$ cat src/rtl/uart_tx_arbiter.sv
// Shares one UART transmitter among NUM_REQ byte producers: picks a pending requester, latches its byte,
// pulses tx_start and follows tx_busy. Define UART_TX_ARB_FIXED_PRIO_EN for lowest-index-wins priority.
module uart_tx_arbiter #(
    parameter int NUM_REQ     = 4,
    parameter int DATA_W      = 8,
    parameter int ACK_TIMEOUT = 16
) (
    input  logic                        clk,
    input  logic                        reset,
    input  logic [NUM_REQ-1:0]          req,
    input  logic [NUM_REQ*DATA_W-1:0]   req_data,
    output logic [NUM_REQ-1:0]          gnt,
    output logic [DATA_W-1:0]           tx_data,
    output logic                        tx_start,
    input  logic                        tx_busy,
    output logic [$clog2(NUM_REQ)-1:0]  grant_id,
    output logic                        arb_busy,
    output logic                        timeout,
    output logic [1:0]                  state_dbg
);
    localparam int IDW = $clog2(NUM_REQ);
    localparam int TW  = $clog2(ACK_TIMEOUT);
    localparam logic [TW-1:0] T_LAST = TW'(ACK_TIMEOUT - 1);

    // Handshake: req[i] is held with a stable byte until gnt[i] pulses for one cycle; the byte is
    // captured on that edge, and a req still high the cycle after gnt is taken as a new byte.
    typedef enum logic [1:0] {IDLE, START, WAIT_ACK, WAIT_DONE} state_t;

    state_t              state, state_nx;
    logic [TW-1:0]       timer;
    logic                found;
    logic [IDW-1:0]      win;
    logic [DATA_W-1:0]   win_data;
    logic                grant_fire;
    logic                expire;

`ifdef UART_TX_ARB_FIXED_PRIO_EN
    always_comb begin
        found = 1'b0;
        win   = '0;
        for (int i = NUM_REQ - 1; i >= 0; i--) begin
            if (req[i]) begin
                found = 1'b1;
                win   = IDW'(i);
            end
        end
    end
`else
    logic [IDW-1:0] rr_ptr;
    logic [IDW:0]   cand;

    // Scan from rr_ptr upward, wrapping modulo NUM_REQ; first pending requester wins.
    always_comb begin
        found = 1'b0;
        win   = '0;
        cand  = '0;
        for (int i = 0; i < NUM_REQ; i++) begin
            cand = {1'b0, rr_ptr} + (IDW+1)'(i);
            if (cand >= (IDW+1)'(NUM_REQ))
                cand = cand - (IDW+1)'(NUM_REQ);
            if (!found && req[cand[IDW-1:0]]) begin
                found = 1'b1;
                win   = cand[IDW-1:0];
            end
        end
    end

    always_ff @(posedge clk or posedge reset) begin
        if (reset)
            rr_ptr <= '0;
        else if (grant_fire)
            rr_ptr <= (win == IDW'(NUM_REQ - 1)) ? '0 : win + IDW'(1);
    end
`endif

    always_comb begin
        win_data = '0;
        for (int i = 0; i < NUM_REQ; i++) begin
            if (win == IDW'(i))
                win_data = req_data[i*DATA_W +: DATA_W];
        end
    end

    assign grant_fire = (state == IDLE) && !tx_busy && found;
    // tx_busy takes precedence over an expiry landing in the same cycle.
    assign expire     = (state == WAIT_ACK) && !tx_busy && (timer == T_LAST);

    always_ff @(posedge clk or posedge reset) begin
        if (reset)
            state <= IDLE;
        else
            state <= state_nx;
    end

    always_comb begin
        state_nx = state;
        case (state)
            IDLE:      if (grant_fire) state_nx = START;
            START:     state_nx = WAIT_ACK;
            WAIT_ACK:  if (tx_busy) state_nx = WAIT_DONE;
                       else if (expire) state_nx = IDLE;
            WAIT_DONE: if (!tx_busy) state_nx = IDLE;
            default:   state_nx = IDLE;
        endcase
    end

    always_ff @(posedge clk or posedge reset) begin
        if (reset) begin
            gnt      <= '0;
            tx_data  <= '0;
            tx_start <= 1'b0;
            grant_id <= '0;
            timeout  <= 1'b0;
            timer    <= '0;
        end else begin
            gnt      <= '0;
            tx_start <= (state == START);
            timeout  <= expire;
            if (grant_fire) begin
                gnt      <= NUM_REQ'(1) << win;
                tx_data  <= win_data;
                grant_id <= win;
            end
            if (state == START)
                timer <= '0;
            else if (state == WAIT_ACK)
                timer <= timer + TW'(1);
        end
    end

    assign arb_busy  = (state != IDLE);
    assign state_dbg = state;
endmodule

$ cat config.mk
export PLATFORM = sky130hd
export DESIGN_NAME = uart_tx_arbiter
export DESIGN_NICKNAME = d
export VERILOG_FILES = /design/src/rtl/uart_tx_arbiter.sv
export SDC_FILE = /design/constraint.sdc
export NUM_CORES = 1
export LEC_CHECK = 0
export BUFFER_PORTS_ARGS = -buffer_cell sky130_fd_sc_hd__buf_4
export CORE_ASPECT_RATIO = 0.5
export CORE_MARGIN = 1.5
export CORE_UTILIZATION = 50
export CTS_BUF_LIST = sky130_fd_sc_hd__clkbuf_4
export DETAILED_ROUTE_END_ITERATION = 10
export PLACE_DENSITY_LB_ADDON = 0.05
export SLEW_MARGIN = 20
export SYNTH_ARGS = -nofsm -noshare
export SYNTH_HDL_FRONTEND = slang
export SYNTH_SLANG_ARGS = --single-unit
$ cat constraint.sdc
create_clock -name clk -period 2.7 [get_ports clk]
set_clock_uncertainty 0.2 [all_clocks]
set_input_delay 0.54 -clock clk [delete_from_list [all_inputs] [get_ports clk]]
set_output_delay 0.54 -clock clk [all_outputs]
set_load 0.05 [all_outputs]
Word-level counts from Yosys, hierarchy flattened:

Cells that the tools add are included.

* reduce and logical (&&, ||, !) cells: 16
* mux-type cells: 33
* equal/unequal tests: 10
* shifts and indexed selects: 1
* add/sub/neg operators: 9
* order comparisons: 8

Operators with widths (count)
* 8-bit two-way mux: 4
* 2-bit two-way mux: 13
* 2-bit by 3-bit less-than comparator with 1-bit output, second input constant: 4
* 4-bit two-way mux: 3
* 3-bit >= comparator, second input constant: 3
* 1-bit binary-select mux with 2-bit select: 4
* 2-bit equality test, second input constant: 4
* 1-bit two-way mux: 8
* 2-bit one-hot mux with 4 select lines: 1
* 2-bit by 1-bit subtractor with 2-bit output, second input constant: 4
* 1-bit logical AND: 7
* 2-bit by 2-bit adder with 3-bit output, second input constant: 2
* 4-bit by 1-bit adder with 4-bit output, second input constant: 1
* 2-bit by 1-bit equality test with 1-bit output, second input constant: 2
* 4-bit equality test, second input constant: 1
* 1-bit logical NOT: 4
* 2-bit logical NOT: 2
* 2-bit != test, second input constant: 2
* 2-bit nonzero test: 2
* 1-bit by 2-bit << shifter with 4-bit output, first input constant: 1
* 2-bit by 1-bit adder with 3-bit output, second input constant: 1
* 2-bit by 3-bit >= comparator with 1-bit output, second input constant: 1
* 3-bit != test, second input constant: 1
* 3-bit AND reduction: 1
* 2-bit by 1-bit adder with 2-bit output, second input constant: 1

* word-level logic and storage cells: 85
* register bits: 24
* input bits: 39
* output and inout bits: 19

Logic depth before layout (Yosys ltp):

Gate-level depths: netlist of run 1.

* word-level depth: 19
* mapped depth: 11
* depth with buffers taken out: 9

Worst setup path before layout of run 1:

OpenSTA, ideal clock, no wires.

* path type: input-to-reg
* from: input port req[2]
* to: register tx_data[0]
* stages: 10
* data required time: 2376 ps
* setup time: 124 ps
* path buffers: 2
* slack: 356 ps
* arrival: 2021 ps
* cells stage by stage: and3_1 a211oi_2 inv_1 ha_1 buf_2 clkbuf_1 a21oi_1 o21ai_0 a22oi_1 a21oi_2

* word-level cells in the longest chain between the ends: 17
* elaborated cells on any way between the ends: 31
* classes of those cells: 3 x eq/ne; 20 x mux; 8 x reduce/logical

Ends and longest elaborated chain
* start: declaration: line 10 `input logic [NUM_REQ-1:0] req,`
* 1-bit binary-select mux with 2-bit select: line 61 `if (!found && req[cand[IDW-1:0]]) begin`
* 1-bit two-way mux (not written as such): line 61
* 1-bit two-way mux: line 61
* 1-bit logical NOT: line 61
* 1-bit logical AND: line 61
* 1-bit two-way mux: line 61
* 1-bit logical NOT: line 61
* 1-bit logical AND: line 61
* 1-bit two-way mux: line 61
* 1-bit logical NOT: line 61
* 1-bit logical AND: line 61
* 2-bit two-way mux (*): line 61
* named net win[0]: line 32 `logic [IDW-1:0] win;`
* 2-bit logical NOT: line 79 `if (win == IDW'(i))`
* 8-bit two-way mux (3 in a row): line 79
* 8-bit two-way mux (*): line 79
* end signal: assignment: line 121 `tx_data <= win_data;`
* end: declaration: line 13 `output logic [DATA_W-1:0] tx_data,`

The timed path passes the listed nets; every way through them passes the cells marked *. The select of a mux whose other input is x is not followed.
A chain may end at the register's enable or synchronous reset.

Final worst setup path of run 1:

* from: register rr_ptr[1]
* to: register tx_data[6]

* word-level cells in the longest chain between the ends: 19
* elaborated cells on any way between the ends: 46
* classes of those cells: 7 x add/sub; 4 x order compare; 3 x eq/ne; 24 x mux; 8 x reduce/logical

Ends and longest elaborated chain
* start: declaration: line 49 `logic [IDW-1:0] rr_ptr;`
* start signal: assignment: line 72 `rr_ptr <= (win == IDW'(NUM_REQ - 1)) ? '0 : win + IDW'(1);`
* parallel branches: the longest is 13 deep, another holds 2-bit by 1-bit adder with 3-bit output
* 2-bit two-way mux (*): line 61
* named net win[1]: line 32
* 2-bit logical NOT: line 79
* 8-bit two-way mux (3 in a row): line 79
* 8-bit two-way mux (*): line 79

Mark *: on every way through the listed nets, which the timed path passes. The select of a mux whose other input is x is not followed.

==> results.sh, run 1 <==
export IMPL_status="finished, final reports clean"
export IMPL_timing_final_ws_setup_ns=0.257
export IMPL_ff2ff_setup_slack_ns=0.26
export IMPL_setup_tns_ns=0
export IMPL_finalHoldViolCount=0
export IMPL_tightest_slew_ns=0.591
export IMPL_htreeDepth=1
export IMPL_crit_path_start="rr_ptr[1]"
export IMPL_fin_nets=264
export IMPL_synth_warnings=0
export IMPL_dpl_instance_area_mm2=0.00194
export IMPL_routed_wirelength_um=3280
export IMPL_drive_above_1_share_pct=39.3
export IMPL_finalMaxSlewViolations=0
export IMPL_period_share_pct=90.5
export IMPL_cts_tree="yes"
export IMPL_reg2reg_depth=8
export IMPL_ios=58
export IMPL_cts_buffer_depth=2
export IMPL_die_area_mm2=0.00334
export IMPL_synth_cell_types=37
export IMPL_cpPeakStageDelay_ns=0.48
export IMPL_path_cells="o21ai_0 > a221oi_2 > inv_1 > ha_1 > a21oi_1 > o21ai_0 > a22oi_1 > a21oi_2"
export IMPL_cp_end_kind="flip-flop"
export IMPL_cts_root_buffer="clkbuf_4"
export IMPL_cp_required_ns=2.70
export IMPL_finalSetupViolCount=0
export IMPL_core_rowCount=13
export IMPL_power_density_mw_per_mm2=1170
export IMPL_grtUsageTotal_pct=20.6
export IMPL_start_util_pct=54.9
export IMPL_drtAntennaViolNets=0
export IMPL_worstPathArrival_ns=2.44
export IMPL_dp_hpwl_um=2570
export IMPL_cap_violations=0
export IMPL_post_cts_buffers=0
export IMPL_design_core_area_mm2=0.00272
export IMPL_cp_max_fo=17
export IMPL_clock_fmax_ghz=0.409
export IMPL_crit_slowest_cell="dfrtp_1"
export IMPL_leakagePower_nw=0.966
export IMPL_relSlewSlack_pct=60.5
export IMPL_die_x_um=80.2
export IMPL_synthesis_area_mm2=0.00149
export IMPL_grt_pass1_wl_um=5200
export IMPL_reg2reg_to="tx_data[6]"
export IMPL_rsz0062_at_grt="false"
export IMPL_avgSynthCellArea_um2=9.43
export IMPL_r2r_start="rr_ptr[1]"
export IMPL_grt_overflow=0
export IMPL_numClockSinks=24
export IMPL_n_antenna_cell=0
export IMPL_ys_flop_type="dfrtp_1"
export IMPL_pre_cts_ws_ns=0.111
export IMPL_synth_fp_nets=207
export IMPL_wire_per_inst_um=13.1
export IMPL_grt_pass1_vias=1177
export IMPL_cts_resized=0
export IMPL_post_drt_via_cell_ratio=5.20
export IMPL_drt_iter0_drc=18
export IMPL_fin_area_mm2=0.00197
export IMPL_total_power_mw=2.30
export IMPL_async_flop_share_pct=100
export IMPL_area_delta_synth_final_pct=32.1
export IMPL_clkTransAtPathRegs_ns=0.13
export IMPL_ys_ff_latch=24
export IMPL_io_buffers=57
export IMPL_critPathMostFrequentCell="o21ai_0"
export IMPL_grt_max_degree=19
export IMPL_drt_first_pass_iters=4
export IMPL_hold_class="in -> async"
export IMPL_clkLatencyLatePin_ns=0.32
export IMPL_vias=1305
export IMPL_netlist_instances=158
export IMPL_cts_buffers_inserted=3
export IMPL_synth_edf_count=0
export IMPL_period_minus_slack_ns=2.44
export IMPL_place_congestion=0.821
export IMPL_yosysSeqAreaShare_pct=40.3
export IMPL_finalNonFillerCells=251
export IMPL_dp_cells=247
export IMPL_irDropWorstVdd_v=0.000588
export IMPL_fill_cells=236
export IMPL_critPathLaunchType="flip-flop"
export IMPL_die_height_um=41.6
export IMPL_drc=0
export IMPL_antenna_found_initial=0
export IMPL_crit_type="reg -> reg"
export IMPL_cts_hold_buffers=0
-- sequential cells by signal, indices dropped and copies added (netlist names) --
signal / count
gnt: 4
grant_id: 2
rr_ptr: 2
state_dbg: 2
timeout: 1
timer: 4
tx_data: 8
tx_start: 1
-- layer usage --
metal	vias to the layer above	track usage, %	part of all wire (%)
li1	657	-	-
met1	595	23.4	41
met2	51	36.0	49
met3	2	9.89	10
met4	0	3.10	0.49
met5	-	0	0
-- worst max-delay path by stage --
stage,endpoint,slack [ns],cells past startpoint
floorplan,tx_data[0],0.36,10
CTS,tx_data[2],0.27,9
global placement,tx_data[6],0.19,10
finish,tx_data[6],0.26,8
detailed placement,tx_data[6],0.11,10
global route,tx_data[4],0.07,8
-- cell families (layout without fill, tap and decap cells) --
logic type | count (synthesis) | after routing | synth area share (%)
buffers and inverters | 25 | 81 | 7.56
DFF | 24 | 24 | 40.3
adders and majority gates | 10 | 10 | 8.40
muxes | 6 | 6 | 4.62
and+or+nand+nor | 38 | 38 | 14.2
AOI/OAI and AO/OA | 55 | 55 | 24.9
-- cells in the mapped netlist, types with 3 or more instances --
cell	instances	share of area [%]
and2_1	3	1.3
dfrtp_1	24	40
inv_1	15	3.8
clkbuf_1	3	0.76
ha_1	10	8.4
nand2_1	12	3.0
a21oi_1	19	6.4
a22oi_1	8	4.0
a21oi_2	8	4.7
nor2_1	9	2.3
o21ai_0	11	3.7
-- layout make-up --
type                            instances  area, um2  area share, %
Multi-Input combinational cell        109        777           39.5
Sequential cell                        24        601           30.5
Timing Repair Buffer                   61        458           23.3
Inverter                               16       60.1           3.05
Tap cell                               37       46.3           2.35
Clock buffer                            3       22.5           1.14
Clock inverter                          1       3.75          0.191
-- placed cells by master (no fill, tap or decap), types with 2 or more instances in the layout --
master / instances
nand2b_1: 2
buf_4: 61
nor2_2: 2
o21ai_1: 2
nor2_1: 9
ha_1: 10
inv_1: 15
a21oi_1: 19
a221oi_2: 2
nand2_1: 12
a21oi_2: 8
mux2_1: 2
a22oi_1: 8
nor3b_1: 2
mux2i_1: 2
dfrtp_1: 24
and2_1: 3
o21ai_0: 11
nand3_1: 2
clkbuf_4: 3
-- through the flow --
stage	hold WS (ns)	util (%)
5_1_grt	0.123	72.5
6_report	0.0700	72.5
4_1_cts	0.0807	72.5
3_3_place_gp	0.277	71.5
2_1_floorplan	0.279	-
3_5_place_dp	0.278	71.5
-- critical path: cells and delay by family, from the launching register on --
family / cells / cell delay (ns)
adders and majority gates: 1 / 0.39
buffers and inverters: 1 / 0.11
AOI/OAI and AO/OA: 6 / 1.14
DFF: 1 / 0.48
-- power breakdown --
part / switching, mW / internal (mW)
registers: 0.118 / 0.511
clock network: 0.109 / 0.0541
logic: 0.957 / 0.550
(Power assumes the default switching activity.)
==> inputs of run 2 (changes only) <==
--- a/config.mk
+++ b/config.mk
@@ -11,7 +11,7 @@
 export CORE_UTILIZATION = 50
 export CTS_BUF_LIST = sky130_fd_sc_hd__clkbuf_4
 export DETAILED_ROUTE_END_ITERATION = 10
-export PLACE_DENSITY_LB_ADDON = 0.05
+export PLACE_DENSITY = 0.82
 export SLEW_MARGIN = 20
 export SYNTH_ARGS = -nofsm -noshare
 export SYNTH_HDL_FRONTEND = slang
==> results.sh, run 2 (synthesis gave the netlist of run 1 again) <==
export IMPL_area_delta_synth_final_pct=31.7
export IMPL_holdWs_ns=0.0437
export IMPL_clock_fmax_ghz=0.402
export IMPL_path_cells="inv_1 > ha_1 > inv_2 > nor3_4 > mux2_1"
export IMPL_period_minus_slack_ns=2.49
export IMPL_design_core_area_mm2=0.00272
export IMPL_clkLatencyLatePin_ns=0.32
export IMPL_layout_common_cells="buf_4 (60), dfrtp_1 (24), a21oi_1 (19)"
export IMPL_worstPathArrival_ns=2.51
export IMPL_met1_usage_pct=23.8
export IMPL_dpl_instance_area_mm2=0.00193
export IMPL_post_drt_via_cell_ratio=5.29
export IMPL_numClockSinks=24
export IMPL_n_antenna_cell=0
export IMPL_use_met3_pct=4.18
export IMPL_grt_overflow=0
export IMPL_cap_violations=0
export IMPL_leakagePower_nw=0.959
export IMPL_drtAntennaViolNets=0
export IMPL_largest_reg_flops=8
export IMPL_ff2ff_setup_slack_ns=0.21
export IMPL_crit_slowest_cell="nor3_4"
export IMPL_finalHoldViolCount=0
export IMPL_place_congestion=0.764
export IMPL_drt_first_pass_iters=4
export IMPL_reg2reg_to="grant_id[1]"
export IMPL_dp_hpwl_um=2540
export IMPL_vias=1323
export IMPL_fin_area_mm2=0.00196
export IMPL_tightest_slew_ns=1.03
export IMPL_htreeDepth=1
export IMPL_cp_max_fo=25
export IMPL_busiest_layer="met2"
export IMPL_finalMaxSlewViolations=0
export IMPL_finalSetupViolCount=0
export IMPL_cp_end_kind="flip-flop"
export IMPL_setup_tns_ns=0
export IMPL_io_buffers=57
export IMPL_ios=58
export IMPL_die_height_um=41.6
export IMPL_power_density_mw_per_mm2=1170
export IMPL_cpPeakStageDelay_ns=0.84
export IMPL_period_share_pct=92.1
export IMPL_cts_hold_buffers=0
export IMPL_die_area_mm2=0.00334
export IMPL_start_util_pct=54.9
export IMPL_drive_above_1_share_pct=39.4
export IMPL_drc=0
export IMPL_regMostFlops="tx_data"
export IMPL_reg_top3="tx_data (8), gnt (4), timer (4)"
export IMPL_cts_buffers_inserted=3
export IMPL_fin_nets=263
export IMPL_status="finished, final reports clean"
export IMPL_core_rowCount=13
export IMPL_routed_wirelength_um=3350
export IMPL_rsz0062_at_grt="false"
export IMPL_die_x_um=80.2
export IMPL_total_power_mw=2.30
export IMPL_wire_per_inst_um=13.4
export IMPL_cp_depth=5
export IMPL_cts_tree="yes"
export IMPL_grt_pass1_wl_um=5390
export IMPL_cts_buffer_depth=2
export IMPL_globalRouteMet2Util_pct=39.5
export IMPL_grtUsageTotal_pct=20.7
export IMPL_hold_class="in -> async"
export IMPL_timing_final_ws_setup_ns=0.214
export IMPL_crit_type="reg -> reg"
export IMPL_irDropWorstVdd_v=0.000570
export IMPL_relSlewSlack_pct=31.2
export IMPL_crit_family="simple AND/OR/NAND/NOR gates"
export IMPL_pre_cts_ws_ns=0.0423
export IMPL_antenna_found_initial=0
export IMPL_drt_iter0_drc=130
export IMPL_clkTransAtPathRegs_ns=0.13
export IMPL_cts_root_buffer="clkbuf_4"
export IMPL_r2r_start="state_dbg[1]"
export IMPL_path_buf_inv=2
export IMPL_grt_pass1_vias=1231
export IMPL_layout_commonest_cell="buf_4"
export IMPL_fill_cells=232
export IMPL_grt_max_degree=26
export IMPL_critPathLaunchType="flip-flop"
export IMPL_reg2reg_depth=5
export IMPL_cp_required_ns=2.73
==> run 2: worst max-delay path by stage <==
stage	from	to
floorplan	req[2]	tx_data[0]
global placement	req[3]	tx_data[6]
detailed placement	req[3]	tx_data[6]
CTS	state_dbg[1]	grant_id[1]
global route	rr_ptr[1]	tx_data[6]
finish	state_dbg[1]	grant_id[1]
==> run 2: final cells by class <==
cell class	count	area, um2	area share [%]
clock buffers	3	22.5	1.15
inverters	16	60.1	3.06
flip-flops and latches	24	601	30.6
multi-input cells	109	779	39.7
well taps	37	46.3	2.36
repair buffers	60	450	22.9
clock inverters	1	3.75	0.191
==> run 2: worst register-to-register path, stage by stage (launching register included) <==
cell	delay, ns
dfrtp_1	0.46
inv_1	0.17
ha_1	0.24
inv_2	0.08
nor3_4	0.85
mux2_1	0.39
==> run 2: repair_timing <==
action | in CTS | in global routing
endpoints found under the setup margin | 0 | 3
gates resized for setup | 0 | 1
buffers inserted | 0 | 0
endpoints found under the hold margin | 0 | 0
==> run 2: layer usage <==
| layer | share of wire [%] | wire, um |
|---|---|---|
| met5 | 0 | 0 |
| met4 | 0.36 | 12 |
| met1 | 42 | 1420 |
| met3 | 4.3 | 144 |
| met2 | 53 | 1770 |
==> run 2: metrics by stage <==
step                std cells  utilization (%)
finish                    250             72.3
floorplan                 158                -
detailed placement        246             71.2
global placement          246             71.2
global route              250             72.3
CTS                       250             72.2
==> run 2: report_power, final <==
part / total, mW / switching (mW) / internal [mW]
Combinational: 1.50 / 0.953 / 0.549
Sequential: 0.630 / 0.118 / 0.511
Clock: 0.168 / 0.114 / 0.0543
Total: 2.30 / 1.19 / 1.12
==> inputs of run 3 (changes only) <==
--- a/config.mk
+++ b/config.mk
@@ -5,13 +5,14 @@
 export SDC_FILE = /design/constraint.sdc
 export NUM_CORES = 1
 export LEC_CHECK = 0
-export BUFFER_PORTS_ARGS = -buffer_cell sky130_fd_sc_hd__buf_4
-export CORE_ASPECT_RATIO = 0.5
+export BUFFER_PORTS_ARGS = -buffer_cell sky130_fd_sc_hd__buf_2
+export CORE_ASPECT_RATIO = 1.4
 export CORE_MARGIN = 1.5
 export CORE_UTILIZATION = 50
 export CTS_BUF_LIST = sky130_fd_sc_hd__clkbuf_4
 export DETAILED_ROUTE_END_ITERATION = 10
 export PLACE_DENSITY = 0.82
+export RECOVER_POWER = 25
 export SLEW_MARGIN = 20
 export SYNTH_ARGS = -nofsm -noshare
 export SYNTH_HDL_FRONTEND = slang
==> results.sh, run 3 (synthesis gave the netlist of run 1 again) <==
export IMPL_cts_buffers_inserted=3
export IMPL_finish_utilization_pct=63.7
export IMPL_period_minus_slack_ns=2.44
export IMPL_grt_pass1_vias=1092
export IMPL_largest_reg_flops=8
export IMPL_area_delta_synth_final_pct=21.7
export IMPL_drt_first_pass_iters=4
export IMPL_finalHoldViolCount=0
export IMPL_finalMaxSlewViolations=0
export IMPL_layout_commonest_cell="buf_2"
export IMPL_drive_above_1_share_pct=38.5
export IMPL_ios=58
export IMPL_post_cts_buffers=0
export IMPL_layout_common_cells="buf_2 (57), dfrtp_1 (24), a21oi_1 (19)"
export IMPL_core_rowCount=23
export IMPL_cp_required_ns=2.66
export IMPL_cpPeakStageDelay_ns=0.48
export IMPL_io_buffers=57
export IMPL_relSlewSlack_pct=14.7
export IMPL_holdWs_ns=0.296
export IMPL_cts_buffer_depth=2
export IMPL_clkLatencyLatePin_ns=0.31
export IMPL_cts_root_buffer="clkbuf_4"
export IMPL_drc=0
export IMPL_crit_slowest_cell="dfrtp_1"
export IMPL_die_area_mm2=0.00332
export IMPL_path_cells="o21ai_0 > a221oi_2 > inv_1 > ha_1 > a21oi_1 > o21ai_0 > a22oi_1 > a21oi_2"
export IMPL_wire_per_inst_um=11.7
export IMPL_routed_wirelength_um=2930
export IMPL_grt_pass1_wl_um=4640
export IMPL_dpl_instance_area_mm2=0.00179
export IMPL_dp_hpwl_um=2290
export IMPL_hold_class="in -> reg"
export IMPL_grt_overflow=0
export IMPL_cts_tree="yes"
export IMPL_drtAntennaViolNets=0
export IMPL_multiInputGateArea_um2=777
export IMPL_critPathLaunchType="flip-flop"
export IMPL_reg_top3="tx_data (8), gnt (4), timer (4)"
export IMPL_setup_tns_ns=0
export IMPL_irDropWorstVdd_v=0.000799
export IMPL_fin_area_mm2=0.00181
export IMPL_grtUsageTotal_pct=17.6
export IMPL_start_util_pct=52.3
export IMPL_cp_depth=8
export IMPL_drt_iter0_drc=24
export IMPL_place_congestion=0.729
export IMPL_status="finished, final reports clean"
export IMPL_antenna_found_initial=0
export IMPL_worstPathArrival_ns=2.40
export IMPL_leakagePower_nw=0.912
export IMPL_rsz0062_at_grt="false"
export IMPL_regMostFlops="tx_data"
export IMPL_crit_family="compound AO/OA/AOI/OAI gates"
export IMPL_vias=1273
export IMPL_whs_path_depth=2
export IMPL_finalSetupViolCount=0
export IMPL_critPathMostFrequentCell="o21ai_0"
export IMPL_fill_cells=262
export IMPL_period_share_pct=90.5
export IMPL_reg2reg_depth=8
export IMPL_ff2ff_setup_slack_ns=0.26
export IMPL_power_density_mw_per_mm2=1200
export IMPL_grt_max_degree=26
export IMPL_design_core_area_mm2=0.00285
export IMPL_fin_nets=263
export IMPL_tightest_slew_ns=1.28
export IMPL_post_drt_via_cell_ratio=5.09
export IMPL_die_x_um=49.1
export IMPL_numClockSinks=24
export IMPL_cp_end_kind="flip-flop"
export IMPL_seq_area_um2=601
export IMPL_clkTransAtPathRegs_ns=0.13
export IMPL_path_buf_inv=1
export IMPL_htreeDepth=1
export IMPL_cp_max_fo=17
export IMPL_n_antenna_cell=0
export IMPL_cts_resized=0
export IMPL_cap_violations=0
export IMPL_clock_fmax_ghz=0.409
export IMPL_die_height_um=67.6
export IMPL_cts_hold_buffers=0
export IMPL_crit_type="reg -> reg"
-- run 3: cell count changes in the layout (fill, tap and decap cells not counted), sizes merged --
cell,before,now
clkbuf,3,4
buf,60,59
-- run 3: power by group --
| part | internal, mW | switching (mW) | total, mW |
|---|---|---|---|
| Clock | 0.0539 | 0.100 | 0.154 |
| Sequential | 0.511 | 0.109 | 0.621 |
| Combinational | 0.465 | 0.933 | 1.40 |
-- run 3: cell type report --
class	instances	share of cell area, %
timing repair buffer	60	16.8
multi-input combinational	109	42.8
clock inverter	1	0.207
clock buffer	3	1.24
sequential	24	33.1
tap	37	2.55
inverter	16	3.31
-- run 3: final timing paths --
path	from	to
min in group asynchronous	reset	gnt[0]
worst max register to register	rr_ptr[1]	tx_data[4]
worst min-delay path	tx_busy	timeout
worst min register to register	grant_id[0]	grant_id[0]
worst max-delay path	rr_ptr[1]	tx_data[4]
max in group asynchronous	reset	tx_data[6]
-- run 3: metal layers --
metal  wire (um)  GRT usage (%)  share of wire [%]
met5           0              0                  0
met4           0           3.21                  0
met3         181           2.43                6.2
met2        1500           34.3                 51
met1        1240           20.5                 42
-- run 3: metrics by stage --
step | cells | setup slack, ns | power (mW)
3_5_place_dp | 246 | 0.0645 | 2.03
2_1_floorplan | 158 | 0.356 | 1.76
3_3_place_gp | 246 | 0.116 | 2.01
6_report | 250 | 0.257 | 2.17
5_1_grt | 250 | 0.0207 | 2.35
4_1_cts | 250 | 0.250 | 2.19
